==> src/rtl/processor_scheduler.sv <==
// Round-robin scheduler sharing one processor divider between N_CH channels.
// Grants a channel, issues its operands, waits for valid (with timeout), and returns the result.
module processor_scheduler #(
  parameter int N_CH      = 4,
  parameter int DATA_SIZE = 14,
  parameter int TIMEOUT   = 64
) (
  input  logic                      i_clock,
  input  logic                      i_reset,
  input  logic [N_CH-1:0]           i_req,
  input  logic [N_CH*DATA_SIZE-1:0] i_reference,
  input  logic [N_CH*DATA_SIZE-1:0] i_error,
  output logic [N_CH-1:0]           o_ack,
  output logic [DATA_SIZE-1:0]      o_proc_reference,
  output logic [DATA_SIZE-1:0]      o_proc_error,
  output logic                      o_proc_start,
  input  logic [DATA_SIZE-1:0]      i_proc_quotient,
  input  logic [DATA_SIZE-1:0]      i_proc_remainder,
  input  logic                      i_proc_valid,
  output logic [DATA_SIZE-1:0]      o_quotient,
  output logic [DATA_SIZE-1:0]      o_remainder,
  output logic [N_CH-1:0]           o_done,
  output logic                      o_timeout,
  output logic                      o_busy
);

  localparam int PTR_W = $clog2(N_CH);
  localparam int CNT_W = $clog2(TIMEOUT);

  typedef enum logic [1:0] {S_IDLE, S_ISSUE, S_WAIT} state_e;

  state_e               state_q, state_d;
  logic [PTR_W-1:0]     rr_ptr_q, rr_ptr_d;
  logic [PTR_W-1:0]     ch_q, ch_d;
  logic [CNT_W-1:0]     cnt_q, cnt_d;
  logic [N_CH-1:0]      ack_q, ack_d;
  logic                 start_q, start_d;
  logic [DATA_SIZE-1:0] pref_q, pref_d;
  logic [DATA_SIZE-1:0] perr_q, perr_d;
  logic [DATA_SIZE-1:0] quot_q, quot_d;
  logic [DATA_SIZE-1:0] rem_q, rem_d;
  logic [N_CH-1:0]      done_q, done_d;
  logic                 timeout_q, timeout_d;

  logic [DATA_SIZE-1:0] ref_arr [N_CH];
  logic [DATA_SIZE-1:0] err_arr [N_CH];
  logic                 grant_valid;
  logic [PTR_W-1:0]     grant_idx;
  logic [PTR_W-1:0]     cand;

  always_comb begin
    for (int k = 0; k < N_CH; k++) begin
      ref_arr[k] = i_reference[k*DATA_SIZE +: DATA_SIZE];
      err_arr[k] = i_error[k*DATA_SIZE +: DATA_SIZE];
    end
  end

  // Scan from the farthest offset down so the nearest requester at/after rr_ptr wins.
  always_comb begin
    grant_valid = 1'b0;
    grant_idx   = '0;
    cand        = '0;
    for (int i = N_CH - 1; i >= 0; i--) begin
      cand = PTR_W'((int'(rr_ptr_q) + i) % N_CH);
      if (i_req[cand]) begin
        grant_valid = 1'b1;
        grant_idx   = cand;
      end
    end
  end

  always_comb begin
    // NOTE: every signal gets a default before the case so no path leaves it unassigned (no latches).
    state_d   = state_q;
    rr_ptr_d  = rr_ptr_q;
    ch_d      = ch_q;
    cnt_d     = cnt_q;
    ack_d     = '0;
    start_d   = 1'b0;
    pref_d    = pref_q;
    perr_d    = perr_q;
    quot_d    = quot_q;
    rem_d     = rem_q;
    done_d    = '0;
    timeout_d = 1'b0;
    case (state_q)
      S_IDLE: begin
        if (grant_valid) begin
          ch_d     = grant_idx;
          pref_d   = ref_arr[grant_idx];
          perr_d   = err_arr[grant_idx];
          ack_d    = N_CH'(1) << grant_idx;
          start_d  = 1'b1;
          rr_ptr_d = (grant_idx == PTR_W'(N_CH - 1)) ? '0 : grant_idx + 1'b1;
          state_d  = S_ISSUE;
        end
      end
      S_ISSUE: begin
        // A stale or stuck valid from the processor is deliberately not looked at here.
        cnt_d   = '0;
        state_d = S_WAIT;
      end
      S_WAIT: begin
        if (i_proc_valid) begin
          quot_d  = i_proc_quotient;
          rem_d   = i_proc_remainder;
          done_d  = N_CH'(1) << ch_q;
          state_d = S_IDLE;
        end else if (cnt_q == CNT_W'(TIMEOUT - 1)) begin
          quot_d    = '1;
          rem_d     = '0;
          done_d    = N_CH'(1) << ch_q;
          timeout_d = 1'b1;
          state_d   = S_IDLE;
        end else begin
          cnt_d = cnt_q + 1'b1;
        end
      end
      default: state_d = S_IDLE;
    endcase
  end

  // NOTE: state uses non-blocking assignments so every flop samples pre-edge values.
  always_ff @(posedge i_clock or negedge i_reset) begin
    if (!i_reset) begin
      state_q   <= S_IDLE;
      rr_ptr_q  <= '0;
      ch_q      <= '0;
      cnt_q     <= '0;
      ack_q     <= '0;
      start_q   <= 1'b0;
      pref_q    <= '0;
      perr_q    <= '0;
      quot_q    <= '0;
      rem_q     <= '0;
      done_q    <= '0;
      timeout_q <= 1'b0;
    end else begin
      state_q   <= state_d;
      rr_ptr_q  <= rr_ptr_d;
      ch_q      <= ch_d;
      cnt_q     <= cnt_d;
      ack_q     <= ack_d;
      start_q   <= start_d;
      pref_q    <= pref_d;
      perr_q    <= perr_d;
      quot_q    <= quot_d;
      rem_q     <= rem_d;
      done_q    <= done_d;
      timeout_q <= timeout_d;
    end
  end

  assign o_ack            = ack_q;
  assign o_proc_start     = start_q;
  assign o_proc_reference = pref_q;
  assign o_proc_error     = perr_q;
  assign o_quotient       = quot_q;
  assign o_remainder      = rem_q;
  assign o_done           = done_q;
  assign o_timeout        = timeout_q;
  assign o_busy           = (state_q != S_IDLE);

endmodule

==> config.mk <==
export PLATFORM = sky130hd
export DESIGN_NAME = processor_scheduler
export DESIGN_NICKNAME = d
export VERILOG_FILES = /design/src/rtl/processor_scheduler.sv
export SDC_FILE = /design/constraint.sdc
export NUM_CORES = 1
export LEC_CHECK = 0
export BUFFER_PORTS_ARGS = -buffer_cell sky130_fd_sc_hd__buf_2
export CORE_UTILIZATION = 25
export CTS_CLUSTER_SIZE = 24
export DETAILED_ROUTE_END_ITERATION = 8
export SETUP_SLACK_MARGIN = 0.2
export SYNTH_ARGS = -nofsm -noshare
export SYNTH_HDL_FRONTEND = slang
export SYNTH_SLANG_ARGS = --single-unit
==> constraint.sdc <==
create_clock -name i_clock -period 3.6 [get_ports i_clock]
set_input_delay 0.54 -clock i_clock [delete_from_list [all_inputs] [get_ports i_clock]]
set_output_delay 0.54 -clock i_clock [all_outputs]
set_load 0.05 [all_outputs]
# --- Yosys cells after proc, flatten, opt, wreduce, memory -nomap -nowiden ---
# Index checks and enable logic that the tools add are counted.
word_totals:
  ff_bits: 78
  in_bits: 147
  out_inout_bits: 67
  word_cells: 85
classes:
  addsub: 5
  magnitude_cmp: 5
  n_eq_ne: 8
  shift: 2
  muxes: 44
  bitwise: 1
  reduce_logical: 8
op_table:
  columns: ["op", "n"]
  rows:
  - ["$mux 14", 8]
  - ["$bmux 14 s2", 2]
  - ["$mux 4", 5]
  - ["$mux 2", 8]
  - ["$mux 1", 13]
  - ["$lt 2x3->1 const B", 4]
  - ["$mux 6", 2]
  - ["$pmux 6 s2", 1]
  - ["$bmux 1 s2", 4]
  - ["$shl 1x2->4 const A", 2]
  - ["$add 6x1->6 const B", 1]
  - ["$eq 6x6->1 const B", 1]
  - ["$ne 2x2->1 const B", 3]
  - ["$pmux 2 s3", 1]
  - ["$reduce_and 2->1", 3]
  - ["$reduce_bool 2->1", 3]
  - ["$add 2x1->2 const B", 2]
  - ["$add 2x2->2 const B", 2]
  - ["$eq 2x2->1 const B", 2]
  - ["$ge 3x3->1 const B", 1]
  - ["$ne 3x3->1 const B", 1]
  - ["$not 2->3", 1]
  - ["$reduce_and 3->1", 1]
  - ["$eq 2x1->1 const B", 1]
  - ["$logic_not 2->1", 1]

# --- Logic depth before layout (Yosys ltp) ---
depth:
  word_depth: 11
  ltp_mapped: 9
  depth_no_buf: 7

# --- Worst setup path after synthesis ---
# No wires, ideal clock.
synth_path:
  path_type: "reg2reg"
  start: "register state_q[1]"
  end: "register perr_q[10], in the netlist o_proc_error[10]"
  t_arrival_ns: 1.871
  required_time_ns: 3.533
  setup_slack_ns: 1.662
  path_stages_with_launch: 10
  n_path_buf: 3
  path_cell_list: "dfrtp_1 -> or2_1 -> or2_1 -> buf_6 -> inv_2 -> o21ai_2 -> buf_6 -> buf_6 -> a21oi_1 -> a221o_1"
synth_between:
  elab_chain_len: 2
synth_lines:
  columns: ["element", "line", "rtl"]
  rows:
  - ["start: declaration", "32", "state_e state_q, state_d;"]
  - ["start signal: assignment", "139", "state_q <= state_d;"]
  - ["$logic_not 2->1", "86", "case (state_q)"]
  - ["$reduce_and 2->1 (no source line)", null, null]
  - ["end signal: assignment", "146", "perr_q <= perr_d;"]
  - ["end: declaration", "39", "logic [DATA_SIZE-1:0] perr_q, perr_d;"]
# Every way passes these cells.
# A chain may end at the register's enable or synchronous reset.

# --- Final worst setup path ---
layout_path:
  start: "register rr_ptr_q[1]"
  end: "register pref_q[9], in the netlist o_proc_reference[9]"
layout_between:
  elab_chain_len: 11
layout_lines:
  columns: ["element", "line", "rtl"]
  rows:
  - ["start: declaration", "33", "logic [PTR_W-1:0] rr_ptr_q, rr_ptr_d;"]
  - ["start signal: assignment", "140", "rr_ptr_q <= rr_ptr_d;"]
  - ["$add 2x2->2", "64", "cand = PTR_W'((int'(rr_ptr_q) + i) % N_CH);"]
  - ["$bmux 1 s2", "65", "if (i_req[cand]) begin"]
  - ["$mux 1 (not written as such)", "65", null]
  - ["$mux 2 (4 in series)", "65", null]
  - ["$not 2->3 (not written as such)", "90", "pref_d = ref_arr[grant_idx];"]
  - ["$bmux 14 s2", "90", null]
  - ["$mux 14 (not written as such) (2 in series)", "90", null]
  - ["end signal: assignment", "145", "pref_q <= pref_d;"]
  - ["end: declaration", "38", "logic [DATA_SIZE-1:0] pref_q, pref_d;"]
# Several ways; a longest one is shown, not always the timed one. The select of a mux whose other input is x is not followed.

==> results.sh <==
export IMPL_status="completed"
export IMPL_port_buffers=213
export IMPL_synth_area_leaders="dfrtp_1 (48%), mux2_4 (9.5%), a221o_1 (6.9%)"
export IMPL_postCtsHoldBufs=0
export IMPL_antennaDiodeCount=0
export IMPL_synth_cell_types=45
export IMPL_drt_initial_drc_count=258
export IMPL_setup_tns_final_ps=0
export IMPL_finalHoldViolCount=0
export IMPL_post_cts_buffers=0
export IMPL_p_leak_nw=2.76
export IMPL_first_global_vias=3918
export IMPL_drtAntennaViolNets=0
export IMPL_synth_edf_count=0
export IMPL_synth_simple_area_share=0.113
export IMPL_crit_arrival_ps=2970
export IMPL_dr_total_vias=3871
export IMPL_path_clk_slew_ps=70
export IMPL_rows=46
export IMPL_postSynthCellCount=360
export IMPL_synthMostInstantiatedCell="dfrtp_1"
export IMPL_vias_per_cell=4.98
export IMPL_ys_ff_latch=78
export IMPL_tightestPinTransition_ps=1200
export IMPL_dpl_hpwl_mm=9.38
export IMPL_clock_latency_ps=340
export IMPL_clkSinkCount=78
export IMPL_maxSlewHeadroom=0.201
export IMPL_criticalPathCategory="reg -> reg"
export IMPL_cap_violations=0
export IMPL_first_pass_iters=4
export IMPL_drt_total_wl_mm=13.1
export IMPL_hold_class="in -> async"
export IMPL_slew_viol_final=0
export IMPL_cts_root_buf="clkbuf_16"
export IMPL_synth_xor_area_frac=0.00428
export IMPL_gp_congestion=0.760
export IMPL_cts_tree="yes"
export IMPL_critPathRequiredTime_ps=3820
export IMPL_die_h_um=130
export IMPL_drc=0
export IMPL_ys_warn_count=0
export IMPL_fin_skew_ps=9.52
export IMPL_synth_area_mm2=0.00409
export IMPL_cts_max_level=3
export IMPL_ios=214
export IMPL_synth_compound_area_frac=0.246
export IMPL_yosysTopAreaCellShare=0.477
export IMPL_synth_nets=509
export IMPL_rsz0062_at_grt="no"
export IMPL_syn_to_final_growth_pct=36.5
export IMPL_reg2regPathDepth=5
export IMPL_core_mm2=0.0159
export IMPL_synth_top_family_by_area="compound AO/OA/AOI/OAI gates"
export IMPL_drive_gt1_frac=0.495
export IMPL_worstPathMaxFanout=32
export IMPL_grt_pass1_wl_mm=19.4
export IMPL_hold_slack_ps=375
export IMPL_min_period_ps=2750
export IMPL_fmax_ghz=0.363
export IMPL_synth_area_per_cell_um2=11.4
export IMPL_synthArstFlopShare=1.00
export IMPL_ys_flop_type="dfrtp_1"
export IMPL_setup_viol_count_final=0
export IMPL_wl_per_cell_um=16.9
export IMPL_start_kind="register"
export IMPL_synth_mux_area_fraction=0.103
export IMPL_die_x_um=130
export IMPL_vdd_ir_drop_worst_uv=393
export IMPL_cts_resized=0
export IMPL_regToRegSetupSlack_ps=850
export IMPL_r2r_end="o_proc_reference[9]"
export IMPL_cts_buffer_depth=2
export IMPL_r2r_start="rr_ptr_q[1]"
export IMPL_synth_common_cells="dfrtp_1 (78), a221o_1 (28), nand4_1 (28), o31ai_1 (28), mux2_4 (26)"
export IMPL_cts_buffers=9
export IMPL_grt_max_degree=79
export IMPL_finalCritPeriodShare=0.765
export IMPL_critPathCaptureType="register"
export IMPL_yosysSeqAreaShare=0.477
export IMPL_synthAdderAreaFrac=0.00612
export IMPL_synth_area_leader_cell="dfrtp_1"
export IMPL_die_area_mm2=0.0169
export IMPL_gr_total_overflow=0
export IMPL_antenna_found_initial=0
export IMPL_power_density_mw_per_mm2=962
export IMPL_nets=706
export IMPL_initial_core_util=0.257
export IMPL_grt_total_usage=0.152
## kinds of logic after synthesis
group,count (synthesis)
AND/OR/NAND/NOR,81
AO/OA/AOI/OAI,129
flip-flops,78
adder cells (fa/ha/maj),2
XOR/XNOR,2
buffers and inverters,39
multiplexers,29
## where the power goes
group	switching (mW)	internal [mW]	leakage [nW]	total (mW)
Clock	0.397	0.473	0.125	0.870
Combinational	2.09	0.940	1.67	3.03
Sequential	0.218	1.25	0.969	1.47
Total	2.71	2.66	2.76	5.37
## layer usage
metal  GRT usage  routed length [um]  share of wire
met5           0                   0              0
met4      0.0657                 193          0.015
met2       0.271                6590           0.50
met1       0.174                5430           0.41
met3      0.0357                 903          0.069
## critical path: stages, from the launching register on
cell and delay [ps]:
dfrtp_1 430, nand2_1 150, or2_2 530, nand3_4 670
mux2_4 510, a221o_1 330
## state kept, by name, summed over array words and instances (netlist names), 4 cells and up
| signal | flops |
|---|---|
| o_remainder | 14 |
| o_proc_reference | 14 |
| o_ack | 4 |
| o_done | 4 |
| o_proc_error | 14 |
| cnt_q | 6 |
| o_quotient | 14 |
## worst max-delay path by stage
stage	start	end	cells past startpoint
after floorplan	state_q[1]	o_proc_error[10]	9
after global placement	i_req[0]	o_proc_reference[3]	6
after detailed placement	i_req[0]	o_proc_reference[9]	6
after CTS	rr_ptr_q[1]	o_proc_reference[9]	5
after global routing	rr_ptr_q[1]	o_proc_reference[9]	5
final	rr_ptr_q[1]	o_proc_reference[9]	5
## layout by cell type, fill, tap and decap left out, drive strengths merged, types with 2 or more instances in the layout
master / count
a21o: 2
a21oi: 31
a221o: 28
a22o: 14
a311oi: 2
and2: 5
and3: 2
buf: 219
clkbuf: 9
clkinvlp: 4
dfrtp: 78
ha: 2
inv: 8
mux2: 28
nand2: 12
nand2b: 3
nand3: 4
nand4: 28
nor2: 12
nor2b: 3
nor3: 3
nor3b: 2
o21ai: 9
o22a: 14
o31ai: 28
or2: 4
## stage by stage
| step | instances | setup slack (ps) | total power [mW] | utilization | cell area (um2) |
|---|---|---|---|---|---|
| 2_1_floorplan | 360 | 1660 | 3.81 | - | 4090 |
| 3_3_place_gp | 762 | 697 | 4.47 | 0.333 | 5300 |
| 3_5_place_dp | 762 | 602 | 4.54 | 0.333 | 5300 |
| 4_1_cts | 778 | 826 | 5.44 | 0.350 | 5580 |
| 5_1_grt | 778 | 703 | 5.68 | 0.350 | 5580 |
| 6_report | 778 | 847 | 5.37 | 0.350 | 5580 |
## area by class of cell
class	count	area (um2)
Clock buffer	9	225
Timing Repair Buffer	219	1110
Tap cell	216	270
Fill cell	1633	10400
Sequential cell	78	1950
Inverter	6	22.5
Clock inverter	7	56.3
Multi-Input combinational cell	243	1940
(Power assumes the default switching activity.)
